### src/rtl/serial_adder_pkg.sv
// Shared types and helpers for the bit-serial adder.
// Optional subtract mode is selected with the SERIAL_ADDER_SUB_EN macro in serial_adder.sv.
package serial_adder_pkg;

    typedef enum logic [1:0] {
        IDLE = 2'd0,
        RUN  = 2'd1,
        DONE = 2'd2
    } state_e;

    // Counter must hold values 0..N.
    function automatic int cnt_width(input int n);
        return $clog2(n + 1);
    endfunction

endpackage

### src/rtl/sa_bit_cell.sv
// Combinational 1-bit full adder used as the datapath of serial_adder.
module sa_bit_cell (
    input  logic x_i,
    input  logic y_i,
    input  logic c_i,
    output logic s_o,
    output logic co_o
);

    assign s_o  = x_i ^ y_i ^ c_i;
    assign co_o = (x_i & y_i) | (x_i & c_i) | (y_i & c_i);

endmodule

### src/rtl/serial_adder.sv
// Bit-serial N-bit adder: one full-adder cell plus carry flop, LSB-first, done pulse at the end.
// Define SERIAL_ADDER_SUB_EN to add a 'sub' input that turns the operation into a - b.
module serial_adder
    import serial_adder_pkg::*;
#(
    parameter int N = 4
) (
    input  logic         clk,
    input  logic         rst_n,
    input  logic         start,
`ifdef SERIAL_ADDER_SUB_EN
    input  logic         sub,
`endif
    input  logic [N-1:0] a,
    input  logic [N-1:0] b,
    output logic [N-1:0] sum,
    output logic         cout,
    output logic         busy,
    output logic         done
);

    localparam int CW = cnt_width(N);
    localparam logic [CW-1:0] LAST = CW'(N - 1);

    state_e        state_q, state_d;
    logic [CW-1:0] cnt_q, cnt_d;
    logic [N-1:0]  a_q, a_d;
    logic [N-1:0]  b_q, b_d;
    logic [N-1:0]  sum_q, sum_d;
    logic          carry_q, carry_d;
    logic          cout_q, cout_d;

    logic [N-1:0]  b_load;
    logic          carry_init;
    logic          cell_s;
    logic          cell_co;

    // Subtraction is a + ~b + 1: B is inverted once at capture, so the
    // cell always sees the operand bit it must add.
`ifdef SERIAL_ADDER_SUB_EN
    assign b_load     = sub ? ~b : b;
    assign carry_init = sub;
`else
    assign b_load     = b;
    assign carry_init = 1'b0;
`endif

    sa_bit_cell u_cell (
        .x_i  (a_q[0]),
        .y_i  (b_q[0]),
        .c_i  (carry_q),
        .s_o  (cell_s),
        .co_o (cell_co)
    );

    always_comb begin
        state_d = state_q;
        cnt_d   = cnt_q;
        a_d     = a_q;
        b_d     = b_q;
        sum_d   = sum_q;
        carry_d = carry_q;
        cout_d  = cout_q;
        case (state_q)
            IDLE: begin
                if (start) begin
                    state_d = RUN;
                    a_d     = a;
                    b_d     = b_load;
                    carry_d = carry_init;
                    cnt_d   = '0;
                    sum_d   = '0;
                    cout_d  = 1'b0;
                end
            end
            RUN: begin
                sum_d        = sum_q >> 1;
                sum_d[N-1]   = cell_s;
                carry_d      = cell_co;
                a_d          = a_q >> 1;
                b_d          = b_q >> 1;
                cnt_d        = cnt_q + 1'b1;
                if (cnt_q == LAST) begin
                    state_d = DONE;
                    cout_d  = cell_co;
                end
            end
            DONE: state_d = IDLE;
            default: state_d = IDLE;
        endcase
    end

    // Reset clears the datapath as well so an aborted operation leaves no trace.
    always_ff @(posedge clk) begin
        if (!rst_n) begin
            state_q <= IDLE;
            cnt_q   <= '0;
            a_q     <= '0;
            b_q     <= '0;
            sum_q   <= '0;
            carry_q <= 1'b0;
            cout_q  <= 1'b0;
        end else begin
            state_q <= state_d;
            cnt_q   <= cnt_d;
            a_q     <= a_d;
            b_q     <= b_d;
            sum_q   <= sum_d;
            carry_q <= carry_d;
            cout_q  <= cout_d;
        end
    end

    assign sum  = sum_q;
    assign cout = cout_q;
    assign busy = (state_q == RUN) || (state_q == DONE);
    assign done = (state_q == DONE);

endmodule

### config.mk
export PLATFORM = sky130hd
export DESIGN_NAME = serial_adder
export DESIGN_NICKNAME = d
export VERILOG_FILES = /design/src/rtl/serial_adder_pkg.sv /design/src/rtl/sa_bit_cell.sv /design/src/rtl/serial_adder.sv
export SDC_FILE = /design/constraint.sdc
export NUM_CORES = 1
export LEC_CHECK = 0
export ABC_AREA = 1
export BUFFER_PORTS_ARGS = -buffer_cell sky130_fd_sc_hd__buf_2
export CAP_MARGIN = 20
export CORE_MARGIN = 4
export CORE_UTILIZATION = 52
export DETAILED_ROUTE_END_ITERATION = 8
export GPL_ROUTABILITY_DRIVEN = 1
export PLACE_DENSITY = 0.87
export SYNTH_ARGS = -nofsm -noshare
export SYNTH_HDL_FRONTEND = slang
export SYNTH_SLANG_ARGS = --single-unit
### constraint.sdc
create_clock -name clk -period 1.6 [get_ports clk]
set_input_delay 0.16 -clock clk [delete_from_list [all_inputs] [get_ports clk]]
set_output_delay 0.16 -clock clk [all_outputs]
set_load 0.01 [all_outputs]
== After elaboration in Yosys (flattened, before gate mapping) ==
Index checks and enable logic that the tools add are counted.
Word-level totals
  register bits after elaboration: 19
  input bits: 11
  word-level logic and storage cells: 41
Operators by class
  equality and inequality tests: 5
  bitwise operators: 7
  add/subtract/negate cells: 1
  mux-type cells: 15
  reduce and logical (&&, ||, !) cells: 6
Operators with widths (number)
  $pmux 4 s2: 3
  $mux 4: 3
  $pmux 3 s2: 1
  $mux 2: 2
  $ne 2x2->1 const B: 2
  $pmux 1 s2: 2
  $pmux 2 s2: 1
  $reduce_and 2->1: 2
  $add 3x1->3 const B: 1
  $and 1x1->1: 3
  $eq 3x2->1 const B: 1
  $mux 3: 1
  $reduce_and 3->1: 1
  $eq 2x1->1 const B: 1
  $eq 2x2->1 const B: 1
  $logic_not 2->1: 1
  $mux 1: 2
  $or 1x1->1: 2
  $reduce_bool 2->1: 1
  $xor 1x1->1: 2
  $logic_or 1x1->1: 1

== Depth between registers and ports, before layout ==
  word-level depth: 5
  mapped depth: 9
  gate-level depth less buffers: 8

== Modules after synthesis ==
From an unflattened synthesis, not the netlist that was laid out.
Unflattened totals
  cells, all modules: 128
  area total of the unflattened synthesis: 943.4 um^2
Modules (own cells, without submodules)
  serial_adder: times used 1, area each 923.4 um^2, cells each 127, seq. area each 380.4 um^2
  sa_bit_cell: times used 1, area each 20.0 um^2, cells each 1, seq. area each 0.0 um^2

== Worst setup path before layout ==
No wires, ideal clock.
  path kind: reg-to-reg
  start point: register state_q[1]
  end point: register a_q[1]
  cell stages (with the launch flop): 9
  path slack: 0.305 ns
  arrival: 1.179 ns
  buffers on the path: 2
  cell sequence: dfxtp_1 > inv_1 > ha_1 > buf_4 > nand2_1 > nand2_1 > buf_2 > o21ai_0 > nor2_1
Between the ends
  word-level cells in the longest chain between the ends: 3
Ends and longest elaborated chain
  start, declared: RTL line serial_adder.sv:25  | state_e state_q, state_d;
  start signal, assigned: RTL line serial_adder.sv:104  | state_q <= state_d;
  $eq 2x1->1 or $logic_not 2->1 (tied branches): RTL line serial_adder.sv:64  | case (state_q)
  $reduce_bool 2->1 (no source line) or $ne 2x2->1 (tied branches)
  $reduce_and 2->1 (no source line)
  end signal, assigned: RTL line serial_adder.sv:98  | a_q <= '0;
  end signal, assigned: RTL line serial_adder.sv:106  | a_q <= a_d;
  end, declared: RTL line serial_adder.sv:27  | logic [N-1:0] a_q, a_d;
Parallel ways exist; a longest one is shown, timed or not.
A chain may end at the register's enable or synchronous reset.

== Worst setup path in the final report ==
  start point: register state_q[1]
  end point: register sum_q[2] (netlist: sum[2])
Between the ends
  word-level cells in the longest chain between the ends: 3
Ends and longest elaborated chain
  $eq 2x1->1 or $logic_not 2->1 (tied branches): RTL line serial_adder.sv:64
  $reduce_bool 2->1 (no source line) or $ne 2x2->1 (tied branches)
  $reduce_and 2->1 (no source line)
  end signal, assigned: RTL line serial_adder.sv:108  | sum_q <= sum_d;
  end, declared: RTL line serial_adder.sv:29  | logic [N-1:0] sum_q, sum_d;
Parallel ways exist; a longest one is shown, timed or not.

==> results.md <==
* RSZ-0062 raised after global routing: false
* First-pass GRT wire length at 3160 µm
* Vias in the first global route at 753
* Routability cong. at 0.7852
* Tot GR Track Use at 16.01%
* Max_cap viols at 0
* CP startpoint: state_q[1]$_SDFFE_PN0P_
* Power Density at 1593 nW/µm²
* Fin worst setup slack at 88.46 ps
* Routed WL at ~1900 µm
* Dominant synthesized flop cell: dfxtp_1
* Fraction of registers with async set/reset at 0%
* Average cell area after synthesis at 7.113 µm²
* Largest net degree at the start of global routing at 16
* Clk_skew at 1.378 ps
* Antenna violations before repair at 0
* Die area at 2517 µm²
* Die Wd at 50.17 µm
* Critical Path End Type: register
* Netlist Area Pre-Place at just over 900 µm²
* Crit path DAT at 1720 ps
* Crit-path max FO at 6
* Clk root buf: clkbuf_4
* CP required at 1810 ps
* N_diodes at 0
* Min-delay worst type: primary input to register
* R2R Path Start: state_q[1]$_SDFFE_PN0P_
* Yosys warnings at 0
* Avg Vias per Cell at roughly 4.9
* TritonRoute pass-1 iters at 4
* Max Freq at approximately 660 MHz
* Final instance area at 1059 µm²
* Lkg Pwr at 0.5136 nW
* Tcrit/Tclk final at 94.47%
* Worst slew pin tran at 281.3 ps
* Routed Antenna Nets at 0
* Area of the multi-input gates at around 470 µm²
* Hold_ws at 146.0 ps
* Maximum vdd drop at 1.016 mV
* CTS tree: built
* Mapped Nets at roughly 150
* Setup tns final at 0 ps
* Total CTS buffers at 3
* GRT Residual Overflow at 0
* Clk sink count at 19
* Slew Limit Fails at 0
* Post-synth top area share at 41.14%
* Synth Register Bits at 19
* Die H at 50.17 µm
* Fillers at around 140
* Skew-Pair Late Insertion Delay at approximately 280 ps
* Setup repair bufs after CTS at 0
* Tmin final at 1512 ps
* Share of post-route cells with drive strength above 1 at between 10% and 20%
* Hold_sp: b[3]
* Outcome: finished, final reports clean
* Area after DPL at 1026 µm²
* Commonest cells in the netlist: 45 x nand2_1, 19 x dfxtp_1, 19 x nor2_1
* Worst slack, placed at about 30 ps
* Number of synthesized flops with an enable pin at 0
* I/O Pins at 18
* Core ar. at 1594 µm²
* Core Util, Final at around two thirds
* DR WL/cell at 10.99 µm
* Buffers on Ports at 17
* H-tree Lvls at 1
* Clk buf depth at 2
* Area leader, netlist: dfxtp_1
* Fin nets at 169
* Reg area at 381.6 µm²
* Slew headroom at 81.25%
* Setup violation total in the final timing report at 0
* Vias at 843
* Cells after Synth at 130
* Synth cell types at 15
* Initial Util at 58.01%
* P&R area growth vs syn at 14.48%
* Initial drt markers at 26
* Count leader, synth: nand2_1
* Post-synthesis sequential area ratio at 41.14%
* Fin. Hold Viols at 0
* Post-CTS Hold Fix Bufs at 0
* Startpoint Class: register
* # DRC at 0
* Clock-pin slew on the worst setup and hold paths at about 100 ps
* Post-DP HPWL at roughly 1500 µm
* Critical path class: register to register
* Row Count at 14
* Slack of the worst reg-to-reg path at slightly below 90 ps
* Top cells by area, synth: dfxtp_1 41%, nand2_1 18%, ha_1 9.5%
[registers in the layout, indices dropped and copies added, names as in the netlist]
| signal | count |
|---|---|
| a_q | 4 |
| b_q | 4 |
| carry_q | 1 |
| cnt_q | 3 |
| cout | 1 |
| state_q | 2 |
| sum | 4 |
[cell families (layout without fill, tap and decap cells)]
group / Yosys count / in the layout / share of synthesized area [%]
buf+inv: 16 / 35 / 8.389
fa+ha+maj: 8 / 8 / 11.64
simple gates: 68 / 68 / 28.15
flops: 19 / 19 / 41.14
compound gates: 19 / 19 / 10.69
[area by class of cell]
cell class                 count  area share [%]
multi-input combinational     95           44.56
sequential                    19           36.05
timing repair buffer          20           10.17
inverter                      11           3.901
tap                           24           2.837
clock buffer                   4           2.482
[what timing repair did]
action | CTS | global route
endpoints found under the setup margin | 0 | 15
gates resized for setup | 0 | 4
endpoints found under the hold margin | 0 | 0
[critical path: stages (launching register included)]
cell and delay (ps):
dfxtp_1 340, inv_1 120, ha_1 270, inv_1 150, a21oi_2 270, nand2_1 100, a21oi_1 180
[routing by layer]
layer | GRT usage [%] | part of all wire, % | up-vias
li1 | - | - | 438
met1 | 19.16 | 45 | 381
met2 | 28.48 | 50 | 22
met3 | 2.663 | 4.6 | 2
met4 | 5.991 | 0.68 | 0
met5 | 0 | 0 | -
[cells in the final DEF (no fill, tap or decap)]
master,count
dfxtp_1,18
inv_1,8
buf_2,17
nand2_1,44
clkbuf_1,1
a21oi_2,1
nor2_1,19
nand3_1,4
ha_1,6
dfxtp_2,1
fa_1,1
o21ai_1,1
a21oi_1,10
nand2_2,1
clkinv_1,1
o21ai_0,7
buf_4,3
inv_2,2
clkbuf_4,3
ha_2,1
[power breakdown]
part	total, W	switching, W	leakage (nW)	internal (W)
combinational	0.000764	0.000485	0.343	0.000279
clock	0.000230	0.000134	0.0150	0.0000968
sequential	0.000692	0.0000887	0.156	0.000603
total	0.00169	0.000708	0.514	0.000979
[per-stage QoR]
stage | cells | total power [W]
CTS | 173 | 0.001672
floorplan | 130 | 0.001284
detailed placement | 169 | 0.001449
finish | 173 | 0.001687
global placement | 169 | 0.001410
global route | 173 | 0.001858
[final timing paths]
check             depth (start not counted)                   to
setup / recovery                          6  sum[2]$_SDFFE_PN0P_
hold / removal                            3  b_q[3]$_SDFFE_PN0P_
setup reg to reg                          6  sum[2]$_SDFFE_PN0P_
hold reg to reg                           2    cout$_SDFFE_PN0P_
No activity file was read; power rests on OpenSTA's default activity.
